[src/rtl/spi_pkg.sv]
// Shared SPI definitions used by both the peripheral endpoint and the controller side.
package spi_pkg;
    localparam logic SPI_CPOL = 1'b1;
    localparam logic SPI_CPHA = 1'b1;

    localparam int                   SPI_MAX_W     = 32;
    localparam logic [SPI_MAX_W-1:0] SPI_FILL_WORD = '0;

    typedef enum logic {
        ST_IDLE   = 1'b0,
        ST_ACTIVE = 1'b1
    } spi_state_e;
endpackage

[src/rtl/spi_sync_edge.sv]
// Multi-flop synchronizer with rise/fall pulses taken against one extra registered copy.
// Latency: q_o is STAGES cycles behind d_i, edge pulses are valid in that same cycle; no backpressure.
module spi_sync_edge #(
    parameter int   STAGES  = 2,
    parameter logic RST_VAL = 1'b0
) (
    input  logic clk_i,
    input  logic rstn_i,
    input  logic d_i,
    output logic q_o,
    output logic rise_o,
    output logic fall_o
);
    logic [STAGES-1:0] sync_q;
    logic              prev_q;

    always_ff @(posedge clk_i or negedge rstn_i) begin
        if (!rstn_i) begin
            sync_q <= {STAGES{RST_VAL}};
            prev_q <= RST_VAL;
        end else begin
            sync_q <= {sync_q[STAGES-2:0], d_i};
            prev_q <= sync_q[STAGES-1];
        end
    end

    assign q_o    = sync_q[STAGES-1];
    assign rise_o = sync_q[STAGES-1] & ~prev_q;
    assign fall_o = ~sync_q[STAGES-1] & prev_q;
endmodule

[src/rtl/spi_peripheral_byte_if.sv]
// Mode-3 SPI peripheral with byte rx pulse / 1-entry tx holding register; rx_valid_o SYNC_STAGES+2 clocks after last SCLK rise,
// rx has no backpressure, tx_ready_o drops while holding is full. Define SPI_PERIPHERAL_UNDERRUN_DET_EN to add tx_underrun_o.
module spi_peripheral_byte_if
    import spi_pkg::*;
#(
    parameter int DATA_W      = 8,
    parameter int SYNC_STAGES = 2
) (
    input  logic              clk_i,
    input  logic              rstn_i,
    input  logic              spi_sclk_i,
    input  logic              spi_csn_i,
    input  logic              spi_mosi_i,
    output logic              spi_miso_o,
    output logic              spi_miso_oe_o,
    input  logic [DATA_W-1:0] tx_data_i,
    input  logic              tx_valid_i,
    output logic              tx_ready_o,
    output logic [DATA_W-1:0] rx_data_o,
    output logic              rx_valid_o,
    output logic              busy_o
`ifdef SPI_PERIPHERAL_UNDERRUN_DET_EN
    ,
    output logic              tx_underrun_o
`endif
);
    localparam int                CNT_W = (DATA_W > 1) ? $clog2(DATA_W) : 1;
    localparam logic [CNT_W-1:0]  LAST  = CNT_W'(DATA_W - 1);
    localparam logic [DATA_W-1:0] FILL  = SPI_FILL_WORD[DATA_W-1:0];

    logic sclk_s, sclk_rise, sclk_fall;
    logic csn_s, csn_rise, csn_fall;
    logic mosi_s, mosi_rise_unused, mosi_fall_unused;

    spi_sync_edge #(.STAGES(SYNC_STAGES), .RST_VAL(SPI_CPOL)) u_sync_sclk (
        .clk_i  (clk_i),
        .rstn_i (rstn_i),
        .d_i    (spi_sclk_i),
        .q_o    (sclk_s),
        .rise_o (sclk_rise),
        .fall_o (sclk_fall)
    );

    spi_sync_edge #(.STAGES(SYNC_STAGES), .RST_VAL(1'b1)) u_sync_csn (
        .clk_i  (clk_i),
        .rstn_i (rstn_i),
        .d_i    (spi_csn_i),
        .q_o    (csn_s),
        .rise_o (csn_rise),
        .fall_o (csn_fall)
    );

    spi_sync_edge #(.STAGES(SYNC_STAGES), .RST_VAL(1'b0)) u_sync_mosi (
        .clk_i  (clk_i),
        .rstn_i (rstn_i),
        .d_i    (spi_mosi_i),
        .q_o    (mosi_s),
        .rise_o (mosi_rise_unused),
        .fall_o (mosi_fall_unused)
    );

    // CPOL==CPHA: data launched on the leading (falling) edge, sampled on the trailing one
    logic launch_edge, sample_edge;
    assign launch_edge = (SPI_CPOL == SPI_CPHA) ? sclk_fall : sclk_rise;
    assign sample_edge = (SPI_CPOL == SPI_CPHA) ? sclk_rise : sclk_fall;

    spi_state_e        state_q;
    logic [CNT_W-1:0]  bit_cnt_q;
    logic [DATA_W-1:0] tx_sr_q, rx_sr_q, hold_q, hold_d, rx_data_q;
    logic              hold_full_q, hold_full_d;
    logic              miso_q, done_q, rx_valid_q;
    logic              word_start, tx_accept;
    logic [DATA_W-1:0] start_word;

    assign word_start = (state_q == ST_ACTIVE) && !csn_rise && launch_edge && (bit_cnt_q == '0);
    assign tx_accept  = tx_valid_i && !hold_full_q;
    assign start_word = hold_full_q ? hold_q : FILL;

    // A word starting with holding empty sends the fill word; a same-cycle accept is kept for the next word
    always_comb begin
        hold_full_d = hold_full_q;
        hold_d      = hold_q;
        if (word_start && hold_full_q) begin
            hold_full_d = 1'b0;
        end else if (tx_accept) begin
            hold_full_d = 1'b1;
            hold_d      = tx_data_i;
        end
    end

`ifdef SPI_PERIPHERAL_UNDERRUN_DET_EN
    logic underrun_q;
`endif

    always_ff @(posedge clk_i or negedge rstn_i) begin
        if (!rstn_i) begin
            state_q     <= ST_IDLE;
            bit_cnt_q   <= '0;
            tx_sr_q     <= '0;
            rx_sr_q     <= '0;
            hold_q      <= '0;
            hold_full_q <= 1'b0;
            miso_q      <= 1'b0;
            done_q      <= 1'b0;
            rx_data_q   <= '0;
            rx_valid_q  <= 1'b0;
`ifdef SPI_PERIPHERAL_UNDERRUN_DET_EN
            underrun_q  <= 1'b0;
`endif
        end else begin
            hold_q      <= hold_d;
            hold_full_q <= hold_full_d;
            done_q      <= 1'b0;
            rx_valid_q  <= done_q;
            if (done_q) begin
                rx_data_q <= rx_sr_q;
            end
`ifdef SPI_PERIPHERAL_UNDERRUN_DET_EN
            underrun_q  <= word_start && !hold_full_q;
`endif
            case (state_q)
                ST_IDLE: begin
                    bit_cnt_q <= '0;
                    miso_q    <= 1'b0;
                    if (csn_fall) begin
                        state_q <= ST_ACTIVE;
                    end
                end
                ST_ACTIVE: begin
                    if (csn_rise) begin
                        state_q   <= ST_IDLE;
                        bit_cnt_q <= '0;
                        miso_q    <= 1'b0;
                    end else begin
                        if (launch_edge) begin
                            if (bit_cnt_q == '0) begin
                                tx_sr_q <= start_word;
                                miso_q  <= start_word[DATA_W-1];
                            end else begin
                                tx_sr_q <= tx_sr_q << 1;
                                miso_q  <= tx_sr_q[DATA_W-2];
                            end
                        end
                        if (sample_edge) begin
                            rx_sr_q <= {rx_sr_q[DATA_W-2:0], mosi_s};
                            if (bit_cnt_q == LAST) begin
                                bit_cnt_q <= '0;
                                done_q    <= 1'b1;
                            end else begin
                                bit_cnt_q <= bit_cnt_q + CNT_W'(1);
                            end
                        end
                    end
                end
                default: state_q <= ST_IDLE;
            endcase
        end
    end

    assign spi_miso_o    = miso_q;
    assign spi_miso_oe_o = (state_q == ST_ACTIVE);
    assign busy_o        = (state_q == ST_ACTIVE);
    assign tx_ready_o    = ~hold_full_q;
    assign rx_data_o     = rx_data_q;
    assign rx_valid_o    = rx_valid_q;
`ifdef SPI_PERIPHERAL_UNDERRUN_DET_EN
    assign tx_underrun_o = underrun_q;
`endif

    // Kept for visibility in waveforms; the FSM works on the edge pulses only
    logic sync_levels_unused;
    assign sync_levels_unused = sclk_s ^ csn_s;
endmodule

[config.mk]
export PLATFORM = sky130hd
export DESIGN_NAME = spi_peripheral_byte_if
export DESIGN_NICKNAME = d
export VERILOG_FILES = /design/src/rtl/spi_pkg.sv /design/src/rtl/spi_sync_edge.sv /design/src/rtl/spi_peripheral_byte_if.sv
export SDC_FILE = /design/constraint.sdc
export NUM_CORES = 1
export LEC_CHECK = 0
export BUFFER_PORTS_ARGS = -buffer_cell sky130_fd_sc_hd__buf_2
export CORE_ASPECT_RATIO = 0.6
export CORE_MARGIN = 2
export CORE_UTILIZATION = 55
export DETAILED_ROUTE_END_ITERATION = 8
export PLACE_DENSITY = 0.77
export RECOVER_POWER = 100
export SYNTH_ARGS = -nofsm -noshare
export SYNTH_HDL_FRONTEND = slang
export SYNTH_HIERARCHICAL = 1
export SYNTH_SLANG_ARGS = --single-unit
[constraint.sdc]
create_clock -name clk_i -period 2 [get_ports clk_i]
set_input_delay 0.4 -clock clk_i [delete_from_list [all_inputs] [get_ports clk_i]]
set_output_delay 0.4 -clock clk_i [all_outputs]
set_load 0.1 [all_outputs]
==> run_results.csv, run 1 <==
group,metric,value,unit
outcome,outcome,"finished clean",
placement,dp_slack,0.365,ns
finish,regArea,1180,um^2
sta,finalHoldViolCount,0,
cts,cts_buffers,5,
drt,met1_length,1560,um
sta,post-route-period-util,86.1,%
cts,postCtsSetupBuffers,0,
sta,fin_ws,0.277,ns
finish,instances_no_fill,212,
sta,grt_setup_unrepaired,"no",
placement,hpwl,2300,um
power_and_ir_drop,power_frac_comb,23.4,%
hold_path,hp-start,"spi_csn_i",
critical_path,cp.required,1.60,ns
grt,antenna_found_initial,0,
power_and_ir_drop,power.switching,789,uW
drt,drt_iter0_markers,86,
sta,fin_tns_setup,0,ns
power_and_ir_drop,power.static_leakage,0.00105,uW
floorplanning,rows,16,
critical_path,cp_max_fo,11,
finish,multi_input_area,647,um^2
yosys,synthCells,138,
sta,fmax,0.580,GHz
floorplanning,fp.dieArea,3950,um^2
grt,grt_pass1_vias,1082,
yosys,avgSynthCellArea,13.7,um^2
drt,top_layer,"met4",
placement,port_buffers,26,
hold_path,min_path_type,"in -> reg",
cts,clk_pin_slew,0.08,ns
power_and_ir_drop,pwr-share-seq,53.1,%
finish,final_common_cell,"dfrtp_1",
drt,dr_wl_met3,178,um
sta,slew_violations,0,
floorplanning,die_h,49.5,um
finish,stdcell_area,2160,um^2
critical_path,crit_start,"hold_full_q$_DFFE_PN0P_",
drt,dr.pass1.iters,4,
sta,relSlewSlack,16.0,%
power_and_ir_drop,ir_drop,698,uV
cts,cts_buffer_depth,2,
cts,clock-sinks,47,
yosys,yosys_warnings,6,
finish,diodes,0,
sta,worstMarginPinSlew,1.26,ns
critical_path,setup.worst_path.class,"reg -> out",
drt,drc,0,
floorplanning,core,3280,um^2
sta,period_needed,1.72,ns
drt,viasPerCell,5.23,
cts,clk_latency,0.29,ns
drt,wire_per_inst,14.3,um
finish,fillCellCount,263,
placement,dpl.cell_count,204,
floorplanning,initial_utilization,57.8,%
critical_path,worstPathArrival,1.32,ns
cts,root_buffer,"clkbuf_8",
yosys,syn_area,1900,um^2
yosys,syn-num-nets,155,
finish,syn_to_final_growth,13.8,%
cts,cts_tree,"built",
placement,dpl_cell_area,2070,um^2
drt,wl_met2,1250,um
grt,grt_pass1_wl,5380,um
grt,overflow,0,
finish,drive_gt1_share,41.3,%
placement,gp_congestion,0.846,
cts,h-tree-depth,2,
cts,cts-hold-fix-buffers,0,
floorplanning,die_w,79.8,um
drt,detail-route-antenna-nets,0,
power_and_ir_drop,internal_power,1760,uW
critical_path,r2r_start,"u_sync_sclk/sync_q[1]$_DFF_PN1_",
finish,layout_common_cells,"dfrtp_1 (41), mux2_2 (23), clkbuf_2 (13), buf_2 (12), nand2_1 (9)",
grt,grt_use_total,18.4,%
power_and_ir_drop,powerDensity,1180,nW/um^2
flow_run,drv_cap,0,
sta,fin_skew,0.00586,ns
power_and_ir_drop,swShare,30.9,%
finish,layout.nets,183,
cts,cts_resized,0,
drt,vias,1109,
power_and_ir_drop,pwr-share-clk,23.5,%
floorplanning,num_io_pins,27,
critical_path,cp-start-kind,"flop",
critical_path,end_kind,"output port",
drt,wirelength,3020,um
grt,grt_max_degree,26,
sta,setup-violations-final,0,
worst max-delay path, cell delays in order, from the launching register on:
cell	delay [ns]
dfrtp_1	0.49
inv_1	0.09
clkbuf_2	0.45
routing by layer:
layer	GRT usage, %	vias up
met3	4.95	5
met2	23.5	29
met4	5.93	0
met5	0	-
li1	-	535
met1	30.0	540
power groups by stage:
| stage | Sequential (uW) | Clock [uW] | Combinational, uW |
|---|---|---|---|
| after floorplan | 1340 | 0 | 481 |
| after global placement | 1350 | 0 | 590 |
| after detailed placement | 1380 | 0 | 614 |
| after CTS | 1360 | 616 | 614 |
| after global routing | 1390 | 665 | 654 |
| final | 1350 | 599 | 598 |
path summary, 6_finish.rpt:
path / cells after the start / slack (ns) / to
min in group asynchronous: 1 / 0.36 / hold_q[1]$_DFFE_PN0P_
min: 1 / 0.21 / u_sync_csn/sync_q[0]$_DFF_PN1_
max: 2 / 0.28 / tx_ready_o
max in group asynchronous: 2 / 0.83 / u_sync_sclk/prev_q$_DFF_PN1_
min reg2reg: 0 / 0.35 / u_sync_mosi/sync_q[1]$_DFF_PN0_
max reg2reg: 3 / 0.34 / rx_sr_q[7]$_DFFE_PN0P_
cell type report:
| class | instances | share of cell area, % |
|---|---|---|
| flip-flops and latches | 47 | 54.8 |
| repair buffers | 28 | 7.07 |
| clock buffers | 8 | 4.64 |
| inverters | 5 | 0.870 |
| well taps | 45 | 2.61 |
| multi-input cells | 79 | 30.0 |
sequential cells by signal, indices dropped and copies added (netlist names):
name	count
spi_miso_o	1
rx_sr_q	8
u_sync_sclk/sync_q	2
busy_o	1
rx_valid_o	1
u_sync_sclk/prev_q	1
done_q	1
bit_cnt_q	3
rx_data_o	8
tx_sr_q	7
u_sync_csn/sync_q	2
hold_q	8
hold_full_q	1
u_sync_csn/prev_q	1
u_sync_mosi/sync_q	2
per-stage QoR:
stage,util (%),hold WS (ns),power (uW)
after floorplan,-,0.104,1820
after global placement,63.0,0.333,1940
after detailed placement,63.0,0.335,1990
after CTS,66.0,0.0965,2590
after global routing,65.7,0.193,2710
final,65.7,0.205,2550
Power figures use the tool's default switching activity.
==> run 2, diff against run 1 <==
--- a/config.mk
+++ b/config.mk
@@ -10,6 +10,7 @@
 export CORE_MARGIN = 2
 export CORE_UTILIZATION = 55
 export DETAILED_ROUTE_END_ITERATION = 8
+export GPL_ROUTABILITY_DRIVEN = 1
 export PLACE_DENSITY = 0.77
 export RECOVER_POWER = 100
 export SYNTH_ARGS = -nofsm -noshare
==> constraint.sdc (replaced) <==
create_clock -name clk_i -period 2 [get_ports clk_i]
set_input_delay 0.3 -clock clk_i [delete_from_list [all_inputs] [get_ports clk_i]]
set_output_delay 0.3 -clock clk_i [all_outputs]
set_load 0.1 [all_outputs]
==> run 2 against run 1 <==
  * Die area unchanged
  * Final area down 1.2%
  * Critical path depth up 1
  * Worst hold slack worse by 0.11 ns
  * Power down 3.1%
  * Combinational power down 3%
  * Maximum frequency up 5.3%
  * Global-route usage about the same
  * Clock power down 8.8%
  * Cell count up 0.47%
  * Core utilization down 0.76 points
  * First-iteration DRC count down 53%
==> run_results.csv, run 2 (synthesis results as in run 1) <==
group,metric,value,unit
finish,drive_gt1_share,42.3,%
grt,overflow,0,
power_and_ir_drop,internal_power,1690,uW
cts,h-tree-depth,2,
drt,dr.pass1.iters,4,
sta,finalHoldViolCount,0,
sta,grt_setup_unrepaired,"no",
sta,fin_skew,0.00632,ns
power_and_ir_drop,swShare,31.7,%
cts,cts_resized,0,
cts,clk_latency,0.30,ns
grt,grt_pass1_vias,1143,
finish,layout.nets,184,
grt,grt_pass1_wl,5290,um
cts,cts_buffer_depth,2,
drt,wirelength,3080,um
placement,dp_slack,0.379,ns
drt,vias,1114,
sta,slew_violations,0,
power_and_ir_drop,power.static_leakage,0.00104,uW
floorplanning,fp.dieArea,3950,um^2
grt,antenna_found_initial,0,
critical_path,crit_slowest_cell,"dfstp_2",
power_and_ir_drop,power.switching,783,uW
power_and_ir_drop,pwr-share-seq,54.5,%
outcome,outcome,"finished clean",
sta,post-route-period-util,81.8,%
grt,grt_max_degree,26,
floorplanning,rows,16,
cts,cts_tree,"built",
floorplanning,die_h,49.5,um
critical_path,end_kind,"flop",
sta,fmax,0.611,GHz
finish,diodes,0,
cts,cts_buffers,5,
sta,relSlewSlack,62.2,%
drt,drt_iter0_markers,40,
sta,fin_tns_setup,0,ns
critical_path,worst_path_largest_cell_delay,0.54,ns
critical_path,setup.worst_path.class,"reg -> reg",
critical_path,crit_chain,"nor2b_1, nand3b_4, mux2_2",
placement,port_buffers,26,
power_and_ir_drop,pwr-share-clk,22.1,%
finish,syn_to_final_growth,12.5,%
floorplanning,num_io_pins,27,
floorplanning,die_w,79.8,um
drt,viasPerCell,5.23,
drt,wire_per_inst,14.5,um
power_and_ir_drop,ir_drop,811,uV
critical_path,worstPathArrival,1.83,ns
drt,detail-route-antenna-nets,0,
critical_path,cp-start-kind,"flop",
grt,grt_use_total,18.4,%
finish,final_common_cell,"dfrtp_1",
cts,clock-sinks,47,
power_and_ir_drop,power_frac_comb,23.4,%
cts,clk_pin_slew,0.08,ns
power_and_ir_drop,powerDensity,1160,nW/um^2
sta,period_needed,1.64,ns
flow_run,drv_cap,0,
critical_path,cp_top_family,"simple AND/OR/NAND/NOR gates",
drt,drc,0,
critical_path,path_buf_inv,0,
placement,gp_congestion,0.750,
hold_path,min_path_type,"in -> reg",
cts,root_buffer,"clkbuf_8",
floorplanning,core,3280,um^2
floorplanning,initial_utilization,57.8,%
placement,hpwl,2280,um
sta,worstMarginPinSlew,0.567,ns
finish,layout_common_cells,"dfrtp_1 (41), mux2_2 (23), clkbuf_2 (14), buf_2 (13)",
sta,fin_ws,0.364,ns
critical_path,cp_max_fo,9,
sta,setup-violations-final,0,
critical_path,cp.required,2.19,ns
[run 2: worst paths after layout]
check / startpoint / end / slack (ns) / depth (start not counted)
hold reg to reg: u_sync_mosi/sync_q[0]$_DFF_PN0_ / u_sync_mosi/sync_q[1]$_DFF_PN0_ / 0.35 / 0
max in group asynchronous: rstn_i / u_sync_csn/prev_q$_DFF_PN1_ / 0.55 / 3
setup reg to reg: u_sync_sclk/sync_q[1]$_DFF_PN1_ / rx_sr_q[1]$_DFFE_PN0P_ / 0.36 / 3
setup / recovery: u_sync_sclk/sync_q[1]$_DFF_PN1_ / rx_sr_q[1]$_DFFE_PN0P_ / 0.36 / 3
hold / removal: spi_csn_i / u_sync_csn/sync_q[0]$_DFF_PN1_ / 0.09 / 1
min in group asynchronous: rstn_i / hold_q[1]$_DFFE_PN0P_ / 0.52 / 2
[run 2: cell type report]
cell class	instances	area (um^2)
fill	260	1150
timing repair buffer	29	149
inverter	5	18.8
sequential	47	1180
clock buffer	7	76.3
clock inverter	1	5.00
multi-input combinational	79	644
tap	45	56.3
[run 2: routing by layer]
metal	GRT usage (%)	vias up	wire length (um)
met2	25.8	25	1360
met1	24.9	549	1500
met5	0	-	0
met4	12.4	0	93
li1	-	531	-
met3	5.49	9	125
[run 2: power by group through the flow]
stage	Combinational [uW]	Sequential, uW	Clock (uW)
global placement	578	1350	0
finish	580	1350	546
CTS	604	1340	557
detailed placement	602	1360	0
floorplan	481	1340	0
global route	638	1380	601
[run 2: stage by stage]
stage          hold slack, ns  util (%)  std cells  power, uW  instance area (um^2)
3_5_place_dp            0.319      63.0        204       1960                  2070
2_1_floorplan         0.00441         -        138       1820                  1900
3_3_place_gp            0.305      63.0        204       1930                  2070
5_1_grt                0.0801      65.0        213       2620                  2130
4_1_cts                0.0818      65.7        213       2510                  2160
6_report               0.0905      65.0        213       2470                  2130
[run 2: what timing repair did]
item | CTS | global route
hold endpoints to repair | 21 | 0
hold buffers | 1 | 0
setup buffers | 0 | 0
[run 2: worst reg2reg max path: cells and delay by family (launching register included)]
| kind | cells | cell delay, ns |
|---|---|---|
| simple gates | 2 | 0.66 |
| flops | 1 | 0.54 |
| mux | 1 | 0.32 |
